### config.mk
export PLATFORM = sky130hd
export DESIGN_NAME = io_port_unit
export DESIGN_NICKNAME = d
export VERILOG_FILES = /design/src/rtl/io_port_pkg.sv /design/src/rtl/io_tx_fifo.sv /design/src/rtl/io_port_unit.sv
export SDC_FILE = /design/constraint.sdc
export NUM_CORES = 1
export LEC_CHECK = 0
export CORE_MARGIN = 2
export CORE_UTILIZATION = 51
export CTS_BUF_LIST = sky130_fd_sc_hd__clkbuf_8 sky130_fd_sc_hd__clkbuf_16
export DETAILED_ROUTE_END_ITERATION = 8
export PLACE_DENSITY = 0.78
export SLEW_MARGIN = 15
export SYNTH_ARGS = -nofsm -noshare
export SYNTH_HDL_FRONTEND = slang
export SYNTH_HIERARCHICAL = 1
export SYNTH_SLANG_ARGS = --single-unit
### constraint.sdc
create_clock -name clk -period 3.94 [get_ports clk]
set_input_delay 0.788 -clock clk [delete_from_list [all_inputs] [get_ports clk]]
set_output_delay 0.788 -clock clk [all_outputs]
set_load 0.05 [all_outputs]
### src/rtl/io_port_pkg.sv
// io_port_pkg: shared constants for the soft-CPU I/O port responder.
// Port map addresses and status-register bit positions.
package io_port_pkg;

    localparam int PORT_LED    = 'h00;
    localparam int PORT_UART   = 'h01;
    localparam int PORT_STATUS = 'h02;
    localparam int PORT_CLR    = 'h03;

    localparam int STAT_TX_FULL = 0;
    localparam int STAT_RX_FULL = 1;

endpackage

### src/rtl/io_tx_fifo.sv
// io_tx_fifo: registered TX byte queue, no fall-through.
// A push while full is accepted only if a pop happens in the same cycle.
module io_tx_fifo
    import io_port_pkg::*;
#(
    parameter int DATA_W     = 8,
    parameter int FIFO_DEPTH = 4
) (
    input  logic              clk,
    input  logic              reset,
    input  logic              push,
    input  logic [DATA_W-1:0] push_data,
    input  logic              pop,
    output logic              full,
    output logic              empty,
    output logic [DATA_W-1:0] head
);

    localparam int AW = $clog2(FIFO_DEPTH);
    localparam int CW = AW + 1;

    logic [DATA_W-1:0] mem_q [FIFO_DEPTH];
    logic [DATA_W-1:0] mem_d [FIFO_DEPTH];
    logic [AW-1:0]     wr_ptr_q, wr_ptr_d;
    logic [AW-1:0]     rd_ptr_q, rd_ptr_d;
    logic [CW-1:0]     count_q, count_d;
    logic              do_push, do_pop;

    assign empty = (count_q == '0);
    assign full  = (count_q == CW'(FIFO_DEPTH));
    assign head  = mem_q[rd_ptr_q];

    // Next-state: pop frees a slot that a same-cycle push may reuse.
    always_comb begin
        mem_d    = mem_q;
        wr_ptr_d = wr_ptr_q;
        rd_ptr_d = rd_ptr_q;
        do_pop   = pop && !empty;
        do_push  = push && (!full || do_pop);
        if (do_push) begin
            mem_d[wr_ptr_q] = push_data;
            wr_ptr_d        = wr_ptr_q + AW'(1);
        end
        if (do_pop) begin
            rd_ptr_d = rd_ptr_q + AW'(1);
        end
        count_d = count_q + CW'(do_push) - CW'(do_pop);
    end

    // State registers; reset discards contents by clearing pointers.
    always_ff @(posedge clk) begin
        if (!reset) begin
            wr_ptr_q <= '0;
            rd_ptr_q <= '0;
            count_q  <= '0;
        end else begin
            wr_ptr_q <= wr_ptr_d;
            rd_ptr_q <= rd_ptr_d;
            count_q  <= count_d;
        end
    end

    // Storage array, no reset needed.
    always_ff @(posedge clk) begin
        for (int i = 0; i < FIFO_DEPTH; i++) begin
            mem_q[i] <= mem_d[i];
        end
    end

endmodule

### src/rtl/io_port_unit.sv
// io_port_unit: port-mapped LED, switch, TX FIFO and RX holder.
// Services OUTPUT/INPUT instruction strobes from the control unit.
module io_port_unit
    import io_port_pkg::*;
#(
    parameter int DATA_W      = 8,
    parameter int PORT_W      = 8,
    parameter int FIFO_DEPTH  = 4,
    parameter int SYNC_STAGES = 2
) (
    input  logic              clk,
    input  logic              reset,
    input  logic              io_write_en,
    input  logic              io_read_en,
    input  logic [PORT_W-1:0] port_id,
    input  logic [DATA_W-1:0] wr_data,
    output logic [DATA_W-1:0] rd_data,
    output logic [DATA_W-1:0] led_out,
    input  logic [DATA_W-1:0] sw_in,
    output logic [DATA_W-1:0] tx_data,
    output logic              tx_valid,
    input  logic              tx_ready,
    input  logic [DATA_W-1:0] rx_data,
    input  logic              rx_valid,
    output logic              rx_ready,
    output logic              tx_overflow
);

    logic [DATA_W-1:0] led_q, led_d;
    logic [DATA_W-1:0] rd_q, rd_d;
    logic [DATA_W-1:0] rx_byte_q, rx_byte_d;
    logic              rx_full_q, rx_full_d;
    logic              rx_rdy_q, rx_rdy_d;
    logic              ovf_q, ovf_d;
    logic              rd_en_q, rd_en_d;
    logic [PORT_W-1:0] last_port_q, last_port_d;
    logic [DATA_W-1:0] sync_q [SYNC_STAGES];
    logic [DATA_W-1:0] sync_d [SYNC_STAGES];

    logic sel_led, sel_uart, sel_stat, sel_clr;
    logic tx_push, tx_pop, tx_full, tx_empty;
    logic rd_rise, rd_fall;
    logic [DATA_W-1:0] rd_mux;

    assign sel_led  = (port_id == PORT_W'(PORT_LED));
    assign sel_uart = (port_id == PORT_W'(PORT_UART));
    assign sel_stat = (port_id == PORT_W'(PORT_STATUS));
    assign sel_clr  = (port_id == PORT_W'(PORT_CLR));

    assign tx_push = io_write_en && sel_uart;
    assign tx_pop  = !tx_empty && tx_ready;
    assign rd_rise = io_read_en && !rd_en_q;
    assign rd_fall = !io_read_en && rd_en_q;

    assign rd_data     = rd_q;
    assign led_out     = led_q;
    assign tx_valid    = !tx_empty;
    assign rx_ready    = rx_rdy_q;
    assign tx_overflow = ovf_q;

    io_tx_fifo #(
        .DATA_W    (DATA_W),
        .FIFO_DEPTH(FIFO_DEPTH)
    ) u_tx_fifo (
        .clk      (clk),
        .reset    (reset),
        .push     (tx_push),
        .push_data(wr_data),
        .pop      (tx_pop),
        .full     (tx_full),
        .empty    (tx_empty),
        .head     (tx_data)
    );

    // Read-port multiplexer; unmapped ports read as zero.
    always_comb begin
        rd_mux = '0;
        unique case (1'b1)
            sel_led:  rd_mux = sync_q[SYNC_STAGES-1];
            sel_uart: rd_mux = rx_full_q ? rx_byte_q : '0;
            sel_stat: begin
                rd_mux[STAT_TX_FULL] = tx_full;
                rd_mux[STAT_RX_FULL] = rx_full_q;
            end
            default: ;
        endcase
    end

    // Next-state for port registers, RX holder and switch synchroniser.
    always_comb begin
        led_d       = led_q;
        rd_d        = rd_q;
        rx_byte_d   = rx_byte_q;
        rx_full_d   = rx_full_q;
        ovf_d       = ovf_q;
        last_port_d = last_port_q;
        rd_en_d     = io_read_en;
        if (rd_rise) begin
            rd_d        = rd_mux;
            last_port_d = port_id;
        end
        if (rd_fall && last_port_q == PORT_W'(PORT_UART)) begin
            rx_full_d = 1'b0;
        end
        if (rx_valid && rx_rdy_q) begin
            rx_full_d = 1'b1;
            rx_byte_d = rx_data;
        end
        rx_rdy_d = !rx_full_d;
        if (io_write_en && sel_led) begin
            led_d = wr_data;
        end
        if (io_write_en && sel_clr) begin
            ovf_d = 1'b0;
        end
        if (tx_push && tx_full && !tx_pop) begin
            ovf_d = 1'b1;
        end
        sync_d[0] = sw_in;
        for (int i = 1; i < SYNC_STAGES; i++) begin
            sync_d[i] = sync_q[i-1];
        end
    end

    // State registers with synchronous active-low reset.
    always_ff @(posedge clk) begin
        if (!reset) begin
            led_q       <= '0;
            rd_q        <= '0;
            rx_byte_q   <= '0;
            rx_full_q   <= 1'b0;
            rx_rdy_q    <= 1'b0;
            ovf_q       <= 1'b0;
            rd_en_q     <= 1'b0;
            last_port_q <= '0;
            for (int i = 0; i < SYNC_STAGES; i++) begin
                sync_q[i] <= '0;
            end
        end else begin
            led_q       <= led_d;
            rd_q        <= rd_d;
            rx_byte_q   <= rx_byte_d;
            rx_full_q   <= rx_full_d;
            rx_rdy_q    <= rx_rdy_d;
            ovf_q       <= ovf_d;
            rd_en_q     <= rd_en_d;
            last_port_q <= last_port_d;
            for (int i = 0; i < SYNC_STAGES; i++) begin
                sync_q[i] <= sync_d[i];
            end
        end
    end

endmodule

==> impl_metrics.toml <==
[global_route]
use_met2_pct = 31.0
grt_busiest_layer = "met2"
grt_max_degree = 20
first_global_vias = 2238
antenna_found_initial = 0
grtUsageMet1_pct = 23.4
track_usage_pct = 18.9
gr-usage-met3_pct = 6.57
gr-total-overflow = 0
grt_pass1_wl_um = 10700

[sta]
fmax_ghz = 0.285
worst_clock_skew_ps = 11.7
min_period_ps = 3510
setup_violations = 0
rsz0062_at_grt = "no"
setup_tns_ps = 0
fin_crit_sh_pct = 89.0
fin_ws_ps = 434
slew_headroom_pct = 58.2
finalHoldViolations = 0
slew_viol_final = 0
worstMarginPinSlew_ps = 625

[finish]
fin_cells = 452
nets = 412
fin_util_pct = 65.5
antenna_cells = 0
drive_gt1_share_pct = 12.4
area_delta_synth_final_pct = 26.4
design_area_sq_mm = 0.00440

[critical_path]
r2r-start = "u_tx_fifo/count_q[1]"
critPathArrivalTime_ps = 3770
path_class = "input port to register"
worstPathMaxFanout = 2
end_kind = "register"
worstSetupStartpoint = "port_id[2]"
required_ps = 4200
critical_path.startpoint_type = "input port"

[run_status]
status = "finished clean"

[synthesis]
yosysWarnings = 6
async_flop_share_pct = 0
synthCells = 301
yosysUniqueCellTypes = 43
synth_ff_type = "dfxtp_1"
synth_edf_count = 32
ys_ff_latch = 91
ys_seq_area_share_pct = 61.5
syn_avg_cell_area_sq_um = 11.6
syn_area_sq_mm = 0.00348
synthesis.nets = 346

[pwr]
p_per_area_mw_per_mm2 = 396
p_leak_nw = 1.60
vdd.ir_drop.worst_v = 0.000259

[routing]
drcViolationCount = 0
drtIter0Drc = 108
routed_via_density = 5.20
antenna_left = 0
dr.pass1.iters = 5
wire_per_inst_um = 14.8
vias = 2351
wl_um = 6690

[flow_run]
maxCapViolCount = 0

[clocking]
cts_sinks = 91
clk_pin_slew_ps = 90
cts_hold_buf = 0
cts_htree_levels = 3
cts_buffers = 9
clk_latency_ps = 360
tritoncts = "built"
root_buffer = "clkbuf_8"
cts_setup_buffers = 0
ctsResizeCount = 0
clock_tree.buffer_depth = 2

[die]
ioPinCount = 65
initial_core_util_pct = 51.8
fp.dieW_um = 86.6
die_area_sq_mm = 0.00751
core_sq_mm = 0.00672
die_h_um = 86.6
rows = 30

[min_path]
min_path_type = "register to register"
hp-start = "sync_q[0][3]"

[placed_design]
dp_hpwl_um = 4660
globalplace.congestion = 0.754
place_area_sq_mm = 0.00419
dp_slack_ps = 110
placedCellCount = 436
port_buffers = 64
layer usage:
metal	vias to the layer above	wire length (um)
met5	-	0
met4	0	92
met3	8	310
met2	60	3350
met1	1111	2940
li1	1172	-
worst max-delay path: stages:
cell,delay (ps)
clkdlybuf4s50_1,420
or4_1,590
nor4_1,330
a21boi_2,270
inv_2,40
ha_1,280
inv_1,60
ha_1,130
inv_1,50
fa_1,370
xnor2_1,150
xnor2_1,120
and2_1,150
final cells by class:
| type | count | area, sq um |
|---|---|---|
| clock buffers | 10 | 149 |
| clock inverters | 6 | 62.6 |
| fillers | 512 | 2320 |
| inverters | 9 | 33.8 |
| multi-input cells | 185 | 1220 |
| flip-flops and latches | 91 | 2140 |
| well taps | 80 | 100 |
| repair buffers | 71 | 693 |
cells by family after synthesis:
family,count (synthesis),synth area share (%)
compound gates,42,7.83
xor+xnor,2,0.503
fa+ha+maj,7,2.73
buf+inv,25,3.45
flops,91,61.5
mux,12,6.32
simple gates,122,17.7
metrics by stage:
stage          hold WS, ps  power (mW)
2_1_floorplan          412        1.06
3_3_place_gp           415        1.12
3_5_place_dp           418        1.12
4_1_cts                439        1.76
5_1_grt                456        1.81
6_report               431        1.75
final timing paths:
path / slack, ps / to / depth (start not counted)
min: 430 / sync_q[0][11] / 1
max: 430 / u_tx_fifo/count_q[2] / 13
min reg2reg: 430 / sync_q[0][11] / 1
max reg2reg: 1270 / u_tx_fifo/count_q[2] / 13
cells in the mapped netlist, types with 2 or more instances:
| master | count | area [sq um] |
|---|---|---|
| o21ai_1 | 3 | 15.0 |
| a22oi_1 | 6 | 45.0 |
| nand3_1 | 8 | 40.0 |
| dfxtp_1 | 59 | 1180 |
| xnor2_1 | 2 | 17.5 |
| nor2_1 | 5 | 18.8 |
| o21ai_2 | 8 | 70.1 |
| nor4_1 | 3 | 18.8 |
| nand2_1 | 62 | 233 |
| inv_1 | 7 | 26.3 |
| ha_1 | 6 | 75.1 |
| buf_6 | 3 | 33.8 |
| or2_2 | 2 | 12.5 |
| nor2b_1 | 4 | 25.0 |
| clkbuf_1 | 9 | 33.8 |
| a21oi_1 | 20 | 100 |
| nor4b_1 | 2 | 17.5 |
| mux2i_1 | 4 | 40.0 |
| mux4_2 | 8 | 180 |
| and2_1 | 25 | 156 |
| edfxtp_1 | 32 | 961 |
| buf_2 | 2 | 10.0 |
where the power goes:
group          switching, mW  internal (mW)  total (mW)
sequential           0.00799          0.988       0.996
combinational         0.0493         0.0532       0.102
clock                  0.361          0.285       0.646
total                  0.418           1.33        1.75
registers in the layout, summed over array words and instances (netlist names):
signal and count:
u_tx_fifo/rd_ptr_q 2, rx_ready 1, rx_full_q 1, tx_overflow 1, last_port_q 8, u_tx_fifo/mem_q 32
rx_byte_q 8, sync_q 16, led_out 8, rd_en_q 1, u_tx_fifo/count_q 3, rd_data 8
u_tx_fifo/wr_ptr_q 2
cell usage in the layout (no fill, tap or decap), drive strengths merged, types with 3 or more instances in the layout:
| cell | n |
|---|---|
| inv | 12 |
| and2 | 25 |
| mux4 | 8 |
| a22oi | 6 |
| clkbuf | 10 |
| buf | 7 |
| nand3 | 8 |
| clkdlybuf4s50 | 64 |
| nand2 | 62 |
| dfxtp | 59 |
| mux2i | 4 |
| ha | 6 |
| a21oi | 20 |
| o21ai | 12 |
| nor2b | 4 |
| edfxtp | 32 |
| nor4 | 3 |
| clkinv | 3 |
| nor2 | 5 |
Note: power is estimated with default switching activity, not from simulation.
